File: src/rtl/sum_uart_pkg.sv
// Shared state encoding and frame constants for sum_uart_tx.
// The effective frame length follows the UART_PARITY_EN macro.
package sum_uart_pkg;

  typedef enum logic [2:0] {
    IDLE   = 3'd0,
    START  = 3'd1,
    DATA   = 3'd2,
    PARITY = 3'd3,
    STOP   = 3'd4
  } state_t;

  localparam int UART_DATA_BITS       = 8;
  localparam int FRAME_BITS_NO_PARITY = 1 + UART_DATA_BITS + 1;
  localparam int FRAME_BITS_PARITY    = FRAME_BITS_NO_PARITY + 1;

`ifdef UART_PARITY_EN
  localparam int FRAME_BITS = FRAME_BITS_PARITY;
`else
  localparam int FRAME_BITS = FRAME_BITS_NO_PARITY;
`endif

endpackage

File: src/rtl/uart_baud_counter.sv
// Bit-time divider: counts 0..CLKS_PER_BIT-1 while enabled and pulses
// bit_done on the last count of each bit period.
module uart_baud_counter #(
  parameter int CLKS_PER_BIT = 104
) (
  input  logic clk,
  input  logic reset_n,
  input  logic clear,
  input  logic enable,
  output logic bit_done
);

  localparam int CNT_W = (CLKS_PER_BIT > 1) ? $clog2(CLKS_PER_BIT) : 1;
  localparam logic [CNT_W-1:0] LAST = CNT_W'(CLKS_PER_BIT - 1);

  logic [CNT_W-1:0] count;

  always_ff @(posedge clk or negedge reset_n) begin
    if (!reset_n) begin
      count <= '0;
    end else if (clear) begin
      count <= '0;
    end else if (enable) begin
      count <= (count == LAST) ? '0 : count + 1'b1;
    end
  end

  assign bit_done = enable && (count == LAST);

endmodule

File: src/rtl/sum_uart_tx.sv
// Adds two latched nibbles on a send request and ships the zero-extended sum
// as one UART frame (8N1, or 8E1 when UART_PARITY_EN is defined).
//
// Handshake: send is an asynchronous level with no ready; one rising edge
// requests one frame, and busy marks the frame in flight. Requests seen while
// busy are dropped, so the producer should wait for busy low before re-arming.
module sum_uart_tx
  import sum_uart_pkg::*;
#(
  parameter int CLKS_PER_BIT = 104,
  parameter int DATA_W       = 4
) (
  input  logic              clk,
  input  logic              reset_n,
  input  logic [DATA_W-1:0] operand_a,
  input  logic [DATA_W-1:0] operand_b,
  input  logic              send,
  output logic              tx,
  output logic              busy,
  output logic [DATA_W:0]   sum_out,
  output state_t            fsm_state
);

  localparam int BIT_IDX_W = $clog2(UART_DATA_BITS);
  localparam logic [BIT_IDX_W-1:0] LAST_BIT = BIT_IDX_W'(UART_DATA_BITS - 1);

  logic s1, s2, s3;
  logic send_event;

  state_t                    state, state_next;
  logic [UART_DATA_BITS-1:0] shreg, shreg_next;
  logic [BIT_IDX_W-1:0]      bit_idx, bit_idx_next;
  logic                      tx_next, busy_next;
  logic [DATA_W:0]           sum, sum_next;
  logic [UART_DATA_BITS-1:0] sum_byte;
  logic                      baud_clear, baud_enable, bit_done;
`ifdef UART_PARITY_EN
  logic                      parity, parity_next;
`endif

  // s3 remembers the previous synchronised level so a held send fires once.
  always_ff @(posedge clk or negedge reset_n) begin
    if (!reset_n) begin
      s1 <= 1'b0;
      s2 <= 1'b0;
      s3 <= 1'b0;
    end else begin
      s1 <= send;
      s2 <= s1;
      s3 <= s2;
    end
  end

  assign send_event = s2 & ~s3;

  assign sum = {1'b0, operand_a} + {1'b0, operand_b};

  always_comb begin
    sum_byte            = '0;
    sum_byte[DATA_W:0]  = sum;
  end

  uart_baud_counter #(
    .CLKS_PER_BIT (CLKS_PER_BIT)
  ) u_baud (
    .clk      (clk),
    .reset_n  (reset_n),
    .clear    (baud_clear),
    .enable   (baud_enable),
    .bit_done (bit_done)
  );

  always_ff @(posedge clk or negedge reset_n) begin
    if (!reset_n) begin
      state   <= IDLE;
      shreg   <= '0;
      bit_idx <= '0;
      tx      <= 1'b1;
      busy    <= 1'b0;
      sum_out <= '0;
`ifdef UART_PARITY_EN
      parity  <= 1'b0;
`endif
    end else begin
      state   <= state_next;
      shreg   <= shreg_next;
      bit_idx <= bit_idx_next;
      tx      <= tx_next;
      busy    <= busy_next;
      sum_out <= sum_next;
`ifdef UART_PARITY_EN
      parity  <= parity_next;
`endif
    end
  end

  // tx is computed one edge ahead so every line transition is registered.
  always_comb begin
    state_next   = state;
    shreg_next   = shreg;
    bit_idx_next = bit_idx;
    tx_next      = tx;
    busy_next    = busy;
    sum_next     = sum_out;
    baud_clear   = 1'b0;
    baud_enable  = (state != IDLE);
`ifdef UART_PARITY_EN
    parity_next  = parity;
`endif

    case (state)
      IDLE: begin
        if (send_event) begin
          state_next   = START;
          shreg_next   = sum_byte;
          sum_next     = sum;
          bit_idx_next = '0;
          tx_next      = 1'b0;
          busy_next    = 1'b1;
          baud_clear   = 1'b1;
`ifdef UART_PARITY_EN
          parity_next  = ^sum_byte;
`endif
        end
      end

      START: begin
        if (bit_done) begin
          state_next   = DATA;
          bit_idx_next = '0;
          tx_next      = shreg[0];
        end
      end

      DATA: begin
        if (bit_done) begin
          if (bit_idx == LAST_BIT) begin
`ifdef UART_PARITY_EN
            state_next = PARITY;
            tx_next    = parity;
`else
            state_next = STOP;
            tx_next    = 1'b1;
`endif
          end else begin
            bit_idx_next = bit_idx + 1'b1;
            shreg_next   = shreg >> 1;
            tx_next      = shreg[1];
          end
        end
      end

`ifdef UART_PARITY_EN
      PARITY: begin
        if (bit_done) begin
          state_next = STOP;
          tx_next    = 1'b1;
        end
      end
`endif

      STOP: begin
        if (bit_done) begin
          state_next = IDLE;
          tx_next    = 1'b1;
          busy_next  = 1'b0;
        end
      end

      default: begin
        state_next = IDLE;
        tx_next    = 1'b1;
        busy_next  = 1'b0;
      end
    endcase
  end

  assign fsm_state = state;

endmodule

File: config.mk
export PLATFORM = sky130hd
export DESIGN_NAME = sum_uart_tx
export DESIGN_NICKNAME = d
export VERILOG_FILES = /design/src/rtl/sum_uart_pkg.sv /design/src/rtl/uart_baud_counter.sv /design/src/rtl/sum_uart_tx.sv
export SDC_FILE = /design/constraint.sdc
export NUM_CORES = 1
export LEC_CHECK = 0
export ABC_AREA = 1
export BUFFER_PORTS_ARGS = -buffer_cell sky130_fd_sc_hd__buf_2
export CAP_MARGIN = 40
export CORE_MARGIN = 4
export CORE_UTILIZATION = 45
export DETAILED_ROUTE_END_ITERATION = 7
export GPL_TIMING_DRIVEN = 0
export REMOVE_ABC_BUFFERS = 1
export SLEW_MARGIN = 15
export SYNTH_ARGS = -nofsm -noshare
export SYNTH_HDL_FRONTEND = slang
export SYNTH_HIERARCHICAL = 1
export SYNTH_SLANG_ARGS = --single-unit
File: constraint.sdc
create_clock -name clk -period 2.8 [get_ports clk]
set_input_delay 0.56 -clock clk [delete_from_list [all_inputs] [get_ports clk]]
set_output_delay 0.56 -clock clk [all_outputs]
set_load 0.05 [all_outputs]
; ---- After elaboration in Yosys (flattened, before gate mapping)
; Cells that the tools add are included.
; W data, S select, Z words.
[op_classes]
n_eq_ne = 11
mux = 28
n_addsub = 3
n_bitwise = 3
reduce_logical = 13
[op_table]
columns = operator, count
row1 = $mux W3, 8
row2 = $mux W8, 3
row3 = $mux W7, 3
row4 = $pmux W8 S2, 1
row5 = $ne A2 B2 Y1 const B, 6
row6 = $pmux W3 S4, 1
row7 = $reduce_and A5 Y1, 2
row8 = $mux W1, 9
row9 = $pmux W3 S3, 1
row10 = $reduce_and A4 Y1, 2
row11 = $add A7 B1 Y7 const B, 1
row12 = $eq A7 B7 Y1 const B, 1
row13 = $eq A3 B3 Y1 const B, 2
row14 = $reduce_bool A3 Y1, 2
row15 = $add A4 B4 Y5, 1
row16 = $pmux W1 S4, 1
row17 = $reduce_bool A2 Y1, 2
row18 = $add A3 B1 Y3 const B, 1
row19 = $eq A3 B1 Y1 const B, 1
row20 = $eq A3 B2 Y1 const B, 1
row21 = $logic_not A3 Y1, 1
row22 = $pmux W1 S3, 1
row23 = $reduce_and A3 Y1, 1
row24 = $not A1 Y1, 2
row25 = 4 further kinds, 4
[totals]
word_cells = 68
out_inout_bits = 10
register_bits = 31
inputBits = 11

; ---- Longest topological paths before layout
[logic_depth]
word_depth = 5
depth_mapped = 12
ltp_nobuf = 12

; ---- Hierarchy
; Netlist, hierarchy kept.
[modules_own_cells]
columns = module, n_inst, seq_area_each_um2, area_each_um2, cells_each
row1 = sum_uart_tx, 1, 526.8, 1151.1, 142
row2 = uart_baud_counter, 1, 175.2, 402.9, 53

; ---- Worst setup path after synthesis
; OpenSTA, ideal clock, no wires.
[synth_path]
path_type = register to register
start = register state[1], in the netlist fsm_state[1]
end = register bit_idx[2]
setup_time_ps = 117
period_less_slack_ps = 1859
t_arrival_ps = 1743
required_ps = 2683
path_slack_ps = 941
path_buffers = 0
stages_incl_launch_ff = 12
cell_sequence = dfrtp_1 > inv_2 > nand2_4 > inv_2 > nor2_1 > inv_1 > nand3_1 > nand2_1 > inv_1 > nand2_2 > nand2_1 > nand2_1
[synth_between]
elab_chain_cells = 4
word_cells_on_any_way = 12
classes_between = 6 x eq/ne / 1 x mux / 5 x reduce/logical
[synth_rtl]
columns = element, line
row1 = start: declaration, sum_uart_tx.sv:30  ; state_t state, state_next;
row2 = start signal: assignment, sum_uart_tx.sv:85  ; state <= state_next;
row3 = $reduce_bool A3 Y1 *, sum_uart_tx.sv:106  ; baud_enable = (state != IDLE);
row4 = via baud_enable, sum_uart_tx.sv:36  ; logic baud_clear, baud_enable, bit_done;
row5 = $logic_and A1 B1 Y1 *, uart_baud_counter.sv:28  ; assign bit_done = enable && (count == LAST);
row6 = via bit_done, sum_uart_tx.sv:36
row7 = $ne A2 B2 Y1 (no line), --
row8 = $reduce_and A5 Y1 (no line) *, --
row9 = end signal: assignment, sum_uart_tx.sv:87  ; bit_idx <= bit_idx_next;
row10 = end: declaration, sum_uart_tx.sv:32  ; logic [BIT_IDX_W-1:0] bit_idx, bit_idx_next;
; The timed path passes the listed nets; every way through them passes the cells marked *.
; A chain may end at the register's enable or synchronous reset.

; ---- Final worst setup path
[layout_path]
start = register u_baud.count[0]
end = register shreg[1]
[layout_between]
elab_chain_cells = 4
[layout_rtl]
columns = element, line
row1 = start: declaration, uart_baud_counter.sv:16  ; logic [CNT_W-1:0] count;
row2 = start signal: assignment, uart_baud_counter.sv:24  ; count <= (count == LAST) ? '0 : count + 1'b1;
row3 = $eq A7 B7 Y1, uart_baud_counter.sv:28
row4 = $logic_and A1 B1 Y1, uart_baud_counter.sv:28
row5 = via bit_done, sum_uart_tx.sv:36
row6 = $ne A2 B2 Y1 (no line), --
row7 = $reduce_and A4 Y1 (no line), --
row8 = end signal: assignment, sum_uart_tx.sv:86  ; shreg <= shreg_next;
row9 = end: declaration, sum_uart_tx.sv:31  ; logic [UART_DATA_BITS-1:0] shreg, shreg_next;
; The timed path passes the listed nets, and every way through them passes these cells.

==> run_results.csv <==
group,metric,value,unit
run_status,status,"finished, final reports clean",
detailed_routing,drcViolationCount,0,
yosys,yosysTopAreaCell,"dfrtp_1",
yosys,synth_area,0.00155,mm^2
pwr,p_sw,0.834,mW
detailed_routing,dr.pass1.iters,4,
critical_path,regToRegStartpoint,"u_baud/count[0]",
clocking,cts_tree,"built",
yosys,yosysWarnings,6,
detailed_routing,ant_nets,0,
detailed_routing,routed_wl,3020,um
yosys,synth_ff_type,"dfrtp_1",
sta,fin_crit,1.93,ns
clocking,clock_latency,0.32,ns
critical_path,arrival,2.16,ns
sta,maxSlewHeadroom,0.590,
clocking,clkSlewWorstSetupHoldPaths,0.14,ns
critical_path,reg2regPathDepth,10,
clocking,cts-root-buf,"clkbuf_4",
yosys,ys_seq_elements,28,
floorplanning,die_w,66.8,um
detailed_routing,viasPerCell,4.90,
placement,port_buffers,20,
pwr,pwr-share-seq,0.378,
placement,gp_congestion,0.889,
hold_path,hold_path_class,"input port to asynchronous set/reset pin",
critical_path,r2r_setup_slack,0.87,ns
critical_path,start_kind,"register",
detailed_routing,avgRoutedWirePerCell,11.4,um
critical_path,cp-end-kind,"register",
clocking,clock_sinks,28,
sta,setup_ws,0.866,ns
global_route,grt_pass1_wl,5420,um
placement,hpwl,2380,um
global_route,track_usage,0.157,
yosys,syn_avg_cell_area,7.97,um^2
pwr,p_sw_frac,0.491,
yosys,yosysMostFrequentCell,"nand2_1",
sta,fmax,0.517,GHz
yosys,syn_inst,195,
sta,finalCritPeriodShare,0.691,
floorplanning,dieHeight,66.8,um
sta,hold_violations,0,
sta,rsz0062_at_grt,"no",
floorplanning,fp.dieArea,0.00446,mm^2
critical_path,critPathRequiredTime,3.02,ns
global_route,antenna_found_initial,0,
critical_path,reg2reg_to,"shreg[1]",
floorplanning,io_pins,21,
sta,tns,0,ns
yosys,synth.area.top_cells,"dfrtp_1, nand2_1, ha_1, nand3_1, inv_1",
layout,syn_to_final_growth,12.5,%
global_route,grt_pass1_vias,1288,
yosys,yosys-top-cells-count,"nand2_1, dfrtp_1, inv_1, nor2_1, nand3_1",
yosys,synth_edf_count,0,
pwr,p_int,0.864,mW
floorplanning,initial_core_util,0.466,
critical_path,cp_max_fo,5,
clocking,post_cts_resized,0,
clocking,cts_max_level,1,
critical_path,path_class,"register to register",
floorplanning,coreArea,0.00334,mm^2
sta,setup_viol,0,
clocking,cts_made_buffers,3,
pwr,powerDensity,972,mW/mm^2
detailed_routing,first_iter_violations,54,
global_route,grt_max_degree,29,
placement,dp_slack,0.884,ns
yosys,synthDistinctLibCells,26,
yosys,synth_top_area_frac,0.435,
critical_path,cp-endpoint,"shreg[1]",
sta,fin_hold_ws,0.223,ns
clocking,post_cts_buffers,0,
global_route,overflow,0,
clocking,cts.path.max_buffers,2,
sta,skew,0.00278,ns
detailed_routing,via_count,1298,
flow_run,cap_violations,0,
clocking,postCtsHoldBufs,0,
yosys,synthArstFlopShare,1.00,
sta,tightest_slew,0.615,ns
floorplanning,num_rows,21,
layout,diodes,0,
layout,drive_gt1_frac,0.183,
yosys,ys_seq_area_frac,0.452,
critical_path,startpoint,"u_baud/count[0]",
pwr,ir_drop,0.000496,V
pwr,p_leak,0.974,nW
sta,slew_viol_final,0,
pwr,combPwrFrac,0.507,
layout,final_nets,240,
pwr,clockPowerShare,0.115,
[area by class of cell]
class | count | area, um^2
clock buffers | 4 | 36.3
fillers | 338 | 1590
inverters | 22 | 82.6
multi-input cells | 145 | 769
flip-flops and latches | 28 | 702
well taps | 46 | 57.6
repair buffers | 20 | 100
[placed cells by master (no fill, tap or decap), types with 2 or more instances in the layout]
cell      Yosys  final
nand2_1      62     62
dfrtp_1      27     27
buf_2         0     20
inv_1        19     19
nor2_1       19     19
nand3_1      16     16
o21ai_0       9      9
ha_1          8      8
a21oi_1       5      5
nand2_2       4      4
inv_2         3      3
nand4_1       3      3
clkbuf_4      0      3
nor2_2        3      3
nand3b_1      2      2
a31oi_1       2      2
xor2_1        2      2
[power groups by stage]
| stage | combinational, mW | clock [mW] | sequential (mW) |
|---|---|---|---|
| floorplan | 0.488 | 0 | 0.833 |
| global placement | 0.861 | 0 | 0.647 |
| detailed placement | 0.869 | 0 | 0.650 |
| CTS | 0.870 | 0.206 | 0.643 |
| global route | 0.972 | 0.219 | 0.664 |
| finish | 0.862 | 0.194 | 0.642 |
[cell families (layout without fill, tap and decap cells)]
logic type / count (synthesis) / in the layout / share of synthesized area
flip-flops: 28 / 28 / 0.452
AND/OR/NAND/NOR: 114 / 114 / 0.333
multiplexers: 1 / 1 / 0.00644
buffers and inverters: 22 / 46 / 0.0531
adder cells (fa/ha/maj): 9 / 9 / 0.0773
XOR/XNOR: 3 / 3 / 0.0169
AO/OA/AOI/OAI: 18 / 18 / 0.0620
[metrics by stage]
step	cell area (um^2)	std cells	util	power [mW]
detailed placement	1710	261	0.513	1.52
global route	1750	265	0.524	1.86
CTS	1750	265	0.524	1.72
global placement	1710	261	0.513	1.51
floorplan	1550	195	-	1.32
finish	1750	265	0.524	1.70
[flip-flops by register name, indices dropped and copies added, names as in the netlist]
signal / flops
shreg: 5
u_baud/count: 7
bit_idx: 3
sum_out: 5
s3: 1
tx: 1
busy: 1
fsm_state: 3
s2: 1
s1: 1
[worst min-delay path by stage]
stage | slack (ns) | start | to | cells past startpoint
6_report | 0.22 | reset_n | u_baud/count[0] | 1
5_1_grt | 0.25 | reset_n | u_baud/count[3] | 1
4_1_cts | 0.23 | reset_n | u_baud/count[0] | 1
3_5_place_dp | 0.35 | s1 | s2 | 0
3_3_place_gp | 0.35 | s1 | s2 | 0
2_1_floorplan | 0.26 | reset_n | bit_idx[0] | 0
[metal layers]
metal  vias to the layer above  wire [um]  part of all wire  global-route usage
met2                        41       1340              0.44               0.249
met5                         -          0                 0                   0
met3                         8        162             0.054              0.0388
li1                        673          -                 -                   -
met1                       576       1470              0.49               0.210
met4                         0         48             0.016              0.0508
[worst max-delay path, stage by stage, from the launching register on]
cell     delay (ns)
dfrtp_1        0.43
ha_1           0.20
nand2_2        0.09
nor2_2         0.12
nand2_2        0.09
nor2_1         0.17
inv_1          0.11
nand3_1        0.14
nand2_1        0.13
nor2_1         0.24
o21ai_0        0.11
(Power assumes the default switching activity.)
